<file path="src/rtl/chess_clock.sv">
// Multi-player chess clock: per-player mm:ss countdown with Fischer increment, pause and flag detection.
// The BCD display of the active player's time is registered and trails the stored time by one cycle.
module chess_clock #(
  parameter int CLK_FREQ_HZ = 50_000_000,
  parameter int NUM_PLAYERS = 2,
  parameter int PW          = $clog2(NUM_PLAYERS)
) (
  input  logic          clk,
  input  logic          reset,
  input  logic          load,
  input  logic [1:0]    mode_sel,
  input  logic          start,
  input  logic          pause,
  input  logic          moved,
  output logic [PW-1:0] active_player,
  output logic [15:0]   disp_bcd,
  output logic [2:0]    state,
  output logic          time_up,
  output logic [PW-1:0] flagged_player,
  output logic          low_time
);
  localparam int            CW          = (CLK_FREQ_HZ > 1) ? $clog2(CLK_FREQ_HZ) : 1;
  localparam logic [CW-1:0] PRESC_MAX   = CW'(CLK_FREQ_HZ - 1);
  localparam logic [PW-1:0] LAST_PLAYER = PW'(NUM_PLAYERS - 1);

  typedef enum logic [2:0] {
    S_IDLE    = 3'd0,
    S_READY   = 3'd1,
    S_RUNNING = 3'd2,
    S_PAUSED  = 3'd3,
    S_FLAGGED = 3'd4
  } state_t;

  state_t        r_state, w_state_nxt;
  logic [6:0]    r_min [NUM_PLAYERS];
  logic [5:0]    r_sec [NUM_PLAYERS];
  logic [CW-1:0] r_presc;
  logic [PW-1:0] r_active, r_flagged;
  logic [1:0]    r_mode;
  logic [15:0]   r_disp;

  logic          w_running, w_tick, w_flag, w_move;
  logic [6:0]    w_cur_min, w_dec_min, w_inc_min, w_base_min, w_sec_sum;
  logic [5:0]    w_cur_sec, w_dec_sec, w_inc_sec;
  logic [2:0]    w_inc;

  function automatic logic [15:0] to_bcd(input logic [6:0] m, input logic [5:0] s);
    return {4'(m / 7'd10), 4'(m % 7'd10), 4'(s / 6'd10), 4'(s % 6'd10)};
  endfunction

  // Base minutes come from the live selector at load; the increment is latched with it.
  always_comb begin
    w_base_min = 7'd1;
    case (mode_sel)
      2'd0:    w_base_min = 7'd1;
      2'd1:    w_base_min = 7'd3;
      2'd2:    w_base_min = 7'd5;
      default: w_base_min = 7'd10;
    endcase
  end

  always_comb begin
    w_inc = 3'd0;
    case (r_mode)
      2'd1:    w_inc = 3'd2;
      2'd3:    w_inc = 3'd5;
      default: w_inc = 3'd0;
    endcase
  end

  assign w_running = (r_state == S_RUNNING);
  assign w_tick    = w_running && (r_presc == PRESC_MAX);
  assign w_cur_min = r_min[r_active];
  assign w_cur_sec = r_sec[r_active];

  always_comb begin
    w_dec_min = w_cur_min;
    w_dec_sec = w_cur_sec;
    if (w_tick) begin
      if (w_cur_sec == 6'd0) begin
        w_dec_min = w_cur_min - 7'd1;
        w_dec_sec = 6'd59;
      end else begin
        w_dec_sec = w_cur_sec - 6'd1;
      end
    end
  end

  // Reaching 00:00 on a tick beats a simultaneous move.
  assign w_flag    = w_tick && (w_dec_min == 7'd0) && (w_dec_sec == 6'd0);
  assign w_move    = w_running && moved && !w_flag;
  assign w_sec_sum = {1'b0, w_dec_sec} + {4'd0, w_inc};

  always_comb begin
    w_inc_min = w_dec_min;
    w_inc_sec = w_sec_sum[5:0];
    if (w_sec_sum >= 7'd60) begin
      if (w_dec_min >= 7'd99) begin
        w_inc_min = 7'd99;
        w_inc_sec = 6'd59;
      end else begin
        w_inc_min = w_dec_min + 7'd1;
        w_inc_sec = 6'(w_sec_sum - 7'd60);
      end
    end
  end

  always_ff @(posedge clk or posedge reset) begin
    if (reset) r_state <= S_IDLE;
    else       r_state <= w_state_nxt;
  end

  always_comb begin
    w_state_nxt = r_state;
    if (load) begin
      w_state_nxt = S_READY;
    end else begin
      case (r_state)
        S_READY, S_PAUSED: if (start) w_state_nxt = S_RUNNING;
        S_RUNNING: begin
          if (w_flag)     w_state_nxt = S_FLAGGED;
          else if (pause) w_state_nxt = S_PAUSED;
        end
        default: w_state_nxt = r_state;
      endcase
    end
  end

  always_ff @(posedge clk or posedge reset) begin
    if (reset) begin
      for (int i = 0; i < NUM_PLAYERS; i++) begin
        r_min[i] <= '0;
        r_sec[i] <= '0;
      end
      r_presc   <= '0;
      r_active  <= '0;
      r_flagged <= '0;
      r_mode    <= '0;
      r_disp    <= '0;
    end else begin
      r_disp <= (r_state == S_IDLE) ? 16'h0000 : to_bcd(w_cur_min, w_cur_sec);
      if (load) begin
        for (int i = 0; i < NUM_PLAYERS; i++) begin
          r_min[i] <= w_base_min;
          r_sec[i] <= '0;
        end
        r_presc   <= '0;
        r_active  <= '0;
        r_flagged <= '0;
        r_mode    <= mode_sel;
      end else if (w_running) begin
        if (w_move) begin
          r_min[r_active] <= w_inc_min;
          r_sec[r_active] <= w_inc_sec;
          r_presc         <= '0;
          r_active        <= (r_active == LAST_PLAYER) ? '0 : r_active + PW'(1);
        end else begin
          r_min[r_active] <= w_dec_min;
          r_sec[r_active] <= w_dec_sec;
          r_presc         <= w_tick ? '0 : r_presc + CW'(1);
          if (w_flag) r_flagged <= r_active;
        end
      end
    end
  end

  assign state          = r_state;
  assign active_player  = r_active;
  assign disp_bcd       = r_disp;
  assign time_up        = (r_state == S_FLAGGED);
  assign flagged_player = r_flagged;
  assign low_time       = w_running && (w_cur_min == 7'd0) && (w_cur_sec < 6'd10);

endmodule

</file>
<file path="config.mk">
export PLATFORM = sky130hd
export DESIGN_NAME = chess_clock
export DESIGN_NICKNAME = d
export VERILOG_FILES = /design/src/rtl/chess_clock.sv
export SDC_FILE = /design/constraint.sdc
export NUM_CORES = 1
export LEC_CHECK = 0
export CAP_MARGIN = 15
export CELL_PAD_IN_SITES_DETAIL_PLACEMENT = 0
export CELL_PAD_IN_SITES_GLOBAL_PLACEMENT = 1
export CORE_MARGIN = 4
export CORE_UTILIZATION = 29
export CTS_CLUSTER_DIAMETER = 100
export DETAILED_ROUTE_END_ITERATION = 10
export PLACE_DENSITY = 0.63
export SLEW_MARGIN = 20
export SYNTH_ARGS = -nofsm -noshare
export SYNTH_HDL_FRONTEND = slang
export SYNTH_SLANG_ARGS = --single-unit
</file>
<file path="constraint.sdc">
create_clock -name clk -period 6.8 [get_ports clk]
set_clock_uncertainty 0.2 [all_clocks]
set_input_delay 1.36 -clock clk [delete_from_list [all_inputs] [get_ports clk]]
set_output_delay 1.36 -clock clk [all_outputs]
set_load 0.005 [all_outputs]
</file>
# After elaboration in Yosys (flattened, before gate mapping)
# Index checks and enable logic that the tools add are counted.
# Widths: inputs -> output; s select.
[op_classes]
add_sub_neg = 7
div_mod_pow = 4
order_cmp = 5
eq_ne = 12
n_mux = 48
bitwise = 1
reduce_logical = 23
[op_table]
columns = ["cell", "n"]
rows = [
  ["$mux 26", 4],
  ["$mux 7", 8],
  ["$mux 6", 8],
  ["$mux 14", 3],
  ["$mux 12", 3],
  ["$bwmux 14", 2],
  ["$add 26x1->26 const B", 1],
  ["$eq 26x26->1 const B", 1],
  ["$bwmux 12", 2],
  ["$mux 16", 1],
  ["$logic_not 7->1", 2],
  ["$logic_not 6->1", 2],
  ["$mux 3", 4],
  ["$pmux 3 s2", 2],
  ["$pmux 4 s3", 1],
  ["$logic_and 1x1->1", 8],
  ["$mux 1", 8],
  ["$add 6x3->7", 1],
  ["$add 7x1->7 const B", 1],
  ["$demux 7 s1", 1],
  ["$div 7x4->7 const B", 1],
  ["$ge 7x6->1 const B", 1],
  ["$ge 7x7->1 const B", 1],
  ["$mod 7x4->7 const B", 1],
  ["other kinds (27)", 33],
]
[word_totals]
regBits = 75
in_bits = 8
out_inout_bits = 23
wordCells = 110

# Depth between registers and ports, before layout
[depth]
ltp_word = 15
mapped_depth = 23
ltp_nobuf = 20

# Least setup slack after synthesis
# No wires, ideal clock.
[synth_timing]
path_type = "reg2reg"
from = "register r_active (netlist: active_player)"
to = "register r_min[11] (netlist name)"
setup_ns = 0.121
arrival_ns = 5.443
t_required_ns = 6.479
slack_ns = 1.036
path_stages_with_launch = 24
n_path_buf = 3
synth_period_minus_slack_ns = 5.764
cell_sequence = "dfrtp_1 buf_2 buf_2 clkbuf_1 mux2i_1 ha_1 or4b_1 nand2_1 a21oi_1 nor2_1 a21oi_1 ha_1 a21oi_1 mux2_2 nand2_1 o211ai_1 ha_1 nand2_1 o22ai_1 o2111ai_1 o211ai_2 and2_2 a211o_1 a22o_1"
[synth_via]
elab_chain_len = 15
word_cells_on_any_way = 36
classes_between = "add/sub (4); order compare (4); mux (19); bitwise (1); reduce/logical (8)"
[synth_lines]
columns = ["item", "line_no", "text"]
rows = [
  ["start: declaration", "38", "logic [PW-1:0] r_active, r_flagged;"],
  ["start signal: assignment", "156", "r_active <= (r_active == LAST_PLAYER) ? '0 : r_active + PW'(1);"],
  ["$not 1->2 (not written as such) (*)", "--", ""],
  ["branches (longest 11 deep; another with $add 6x3->7)", "--", ""],
  ["$mux 14 (*)", "152", "if (w_move) begin"],
  ["$mux 14 (*)", "151", "end else if (w_running) begin"],
  ["$mux 14 (*)", "142", "if (load) begin"],
  ["end signal: indexed assignment", "144", "r_min[i] <= w_base_min;"],
  ["end signal: indexed assignment", "153", "r_min[r_active] <= w_inc_min;"],
  ["end signal: indexed assignment", "158", "r_min[r_active] <= w_dec_min;"],
  ["end: declaration", "35", "logic [6:0] r_min [NUM_PLAYERS];"],
]
# Mark *: on every way between the ends. The select of a mux whose other input is x is not followed.
# A chain may end at the register's enable or synchronous reset.

# Final worst setup path
[layout_timing]
from = "register r_presc[15]"
to = "register r_min[11] (netlist name)"
[layout_via]
elab_chain_len = 11
word_cells_on_any_way = 21
classes_between = "add/sub (2); order compare (2); eq/ne (1); mux (9); reduce/logical (7)"
[layout_lines]
columns = ["item", "line_no", "text"]
rows = [
  ["start: declaration", "37", "logic [CW-1:0] r_presc;"],
  ["start signal: assignment", "160", "r_presc <= w_tick ? '0 : r_presc + CW'(1);"],
  ["$eq 26x26->1 (*)", "72", "assign w_tick = w_running && (r_presc == PRESC_MAX);"],
  ["$logic_and 1x1->1 (*)", "72", ""],
  ["branches (longest 6 deep; another with $add 6x3->7)", "--", ""],
  ["$mux 14 (*)", "152", ""],
  ["$mux 14 (*)", "151", ""],
  ["$mux 14 (*)", "142", ""],
]
# Marks and branches as above.

==> impl_metrics.toml <==
[status]
outcome = "finished clean"

[worst_setup_path]
cp_max_fo = 10
worstSetupPathType = "flop to flop"
worst_path_max_delay_cell = "nor4_1"
reg2reg_slack_ps = 870
end_kind = "flop"
worstReg2RegStart = "r_presc[15]$_DFFE_PP0P_"
worst_r2r_endpoint = "r_min[11]$_DFFE_PP0P_"
required_ps = 6830
cp.arrival_ps = 5960
path_cells = "nand4_1, nor4_1, nand3_1, a21boi_0, ha_1, a21o_1, a21oi_1, mux2_2, nand2_1, o211ai_1, ha_1, nand2_1, o22ai_1, o2111ai_1, o211ai_2, and2_2, a211o_1, a22o_1"
startpoint_type = "flop"
critical_path.max_stage_delay_ps = 660
r2r_cells = 18

[cts]
root_buffer = "clkbuf_16"
clk_pin_slew_ps = 60
ctsHtreeMaxLevel = 3
cts_num_sinks = 74
cts_tree = "built"
hold_buffers = 0
cts.path.max_buffers = 2
clkLatencyLatePin_ps = 350
post_cts_buffers = 0
cts-buffers-inserted = 9
ctsResizeCount = 0

[logic_synthesis]
avgSynthCellArea_um2 = 8.56
synth_ff_type = "dfrtp_1"
synth_top_area_cell = "dfrtp_1"
synth-seq-area-share_pct = 34.0
synthTopCellsByArea = "dfrtp_1 (34%), ha_1 (5.5%), nor2_1 (4.7%), o21ai_0 (4.4%), nand2_1 (4.2%)"
synth-edff-count = 0
synth.most_common_cell = "dfrtp_1"
synth_cell_types = 78
syn_area_um2 = 5450
synth_warnings = 0
synth_commonest_cells = "dfrtp_1 (74), nor2_1 (68), nand2_1 (61)"
synth_nets = 670
synth_top_area_share_pct = 34.0
synth-async-reset-ratio_pct = 100
syn_inst = 637
synth-seq-cells = 74

[floorplanning]
dieArea_um2 = 21100
start_util_pct = 29.9
die_w_um = 145
design.core.area_um2 = 18200
fp-row-count = 49
pin_count = 31
die_y_um = 145

[finish]
num_antenna_cells = 0
area_growth_pct = 15.7
layout-drive-gt1-share_pct = 8.57
stdcell_count = 894
finalNetCount = 693
utilization_pct = 34.6

[sta]
hold_viol = 0
fmax_ghz = 0.169
finalSetupViolCount = 0
rsz0062_at_grt = "false"
fin_crit_ps = 5930
finalCritPeriodShare_pct = 87.2
slew_violations = 0
finalWorstSetupSlack_ps = 873
worstMarginPinSlew_ps = 1060
fin_tns_setup_ps = 0
maxSlewHeadroom_pct = 27.5

[global_route]
grt_max_degree = 75
grt_first_pass_wirelength_mm = 25.5
antenna_found_initial = 0
grt_pass1_vias = 4794
grt_overflow_total = 0
grt_usage_pct = 14.6

[drt]
drc_errors = 0
routed_wl_mm = 15.6
dr.pass1.iters = 5
viasPerCell = 5.56
postRouteAntennaNets = 0
vias = 4974
wire_per_inst_um = 17.4
drtIter0Drc = 299

[placed_design]
gp_congestion = 0.854
hpwl_mm = 11.2
place_inst = 878
dp_slack_ps = 969
port_buffers = 29

[power_and_ir_drop]
p_leak_nw = 2.58
irDropWorstVdd_mv = 0.127
power.total_w = 0.00116
power_density_nw_per_um2 = 184

[min_path]
hp-class = "flop to flop"
min_to = "r_presc[22]$_DFFE_PP0P_"
holdPathStages = 1
hp-start = "r_presc[22]$_DFFE_PP0P_"

[run]
maxCapViolations = 0
-- cell usage in the layout, fill, tap and decap left out, types with 7 or more instances in the layout --
| cell | Yosys | final |
|---|---|---|
| a21oi_1 | 30 | 30 |
| nor2b_1 | 10 | 10 |
| nor2_1 | 68 | 67 |
| nor3_1 | 22 | 21 |
| inv_1 | 20 | 19 |
| clkdlybuf4s50_1 | 0 | 29 |
| nand2b_1 | 7 | 7 |
| dfrtp_1 | 74 | 74 |
| a22o_1 | 9 | 9 |
| and3_1 | 14 | 14 |
| clkbuf_16 | 0 | 9 |
| mux2i_1 | 13 | 13 |
| xnor2_1 | 18 | 18 |
| o21ai_0 | 48 | 48 |
| nand4_1 | 7 | 7 |
| ha_1 | 24 | 24 |
| nor3b_1 | 7 | 7 |
| nand3_1 | 26 | 26 |
| mux2_2 | 11 | 11 |
| o31ai_1 | 11 | 11 |
| xor2_1 | 8 | 8 |
| nand2_1 | 61 | 61 |
-- metal layers --
metal  GRT usage, %  up-vias  part of all wire [%]
li1               -     2394                     -
met1           20.7     2405                    49
met2           21.8      147                    44
met3           2.62       28                   5.0
met4           6.36        0                   2.5
met5              0        -                     0
-- final cells by class --
type,count,area (µm²)
clock inverters,6,90.1
flip-flops and latches,74,1850
multi-input cells,517,3410
clock buffers,10,239
inverters,22,82.6
fillers,1826,11900
well taps,229,287
repair buffers,36,347
-- through the flow --
step           cell area [µm²]  hold WS [ps]
6_report                  6300           293
4_1_cts                   6300           297
3_5_place_dp              5970           280
3_3_place_gp              5970           270
2_1_floorplan             5450           250
5_1_grt                   6300           324
-- power breakdown --
part	internal (W)	switching, W	leakage, nW
clock network	0.000332	0.000201	0.159
logic	0.0000639	0.0000983	1.42
registers	0.000454	0.00000903	1.00
-- sequential cells by signal, summed over array words and instances (netlist names) --
register / cells
active_player: 1
disp_bcd: 15
flagged_player: 1
r_min: 14
r_mode: 2
r_presc: 26
r_sec: 12
state: 3
-- worst max-delay path, delay by kind of cell (launching register included) --
family | cells | cell delay, ps
AO/OA/AOI/OAI | 9 | 2410
adder cells (fa/ha/maj) | 2 | 600
flip-flops | 1 | 410
multiplexers | 1 | 400
AND/OR/NAND/NOR | 6 | 1790
-- cell families after synthesis --
group | after synthesis | share of synthesized area (%)
buffers and inverters | 46 | 3.72
flip-flops | 74 | 34.0
multiplexers | 24 | 4.66
other | 1 | 0.0688
adder cells (fa/ha/maj) | 25 | 5.88
XOR/XNOR | 26 | 4.18
AND/OR/NAND/NOR | 259 | 24.7
AO/OA/AOI/OAI | 182 | 22.9
-- worst max-delay path by stage --
| stage | start | to | slack [ps] | cells after the start |
|---|---|---|---|---|
| 5_1_grt | active_player$_DFFE_PP0P_ | r_presc[24]$_DFFE_PP0P_ | 320 | 19 |
| 2_1_floorplan | active_player$_DFFE_PP0P_ | r_min[11]$_DFFE_PP0P_ | 1040 | 23 |
| 4_1_cts | active_player$_DFFE_PP0P_ | r_presc[24]$_DFFE_PP0P_ | 880 | 19 |
| 3_5_place_dp | r_presc[15]$_DFFE_PP0P_ | r_min[11]$_DFFE_PP0P_ | 970 | 18 |
| 3_3_place_gp | r_presc[15]$_DFFE_PP0P_ | r_min[4]$_DFFE_PP0P_ | 1080 | 18 |
| 6_report | r_presc[15]$_DFFE_PP0P_ | r_min[11]$_DFFE_PP0P_ | 870 | 18 |
(Power assumes the default switching activity.)
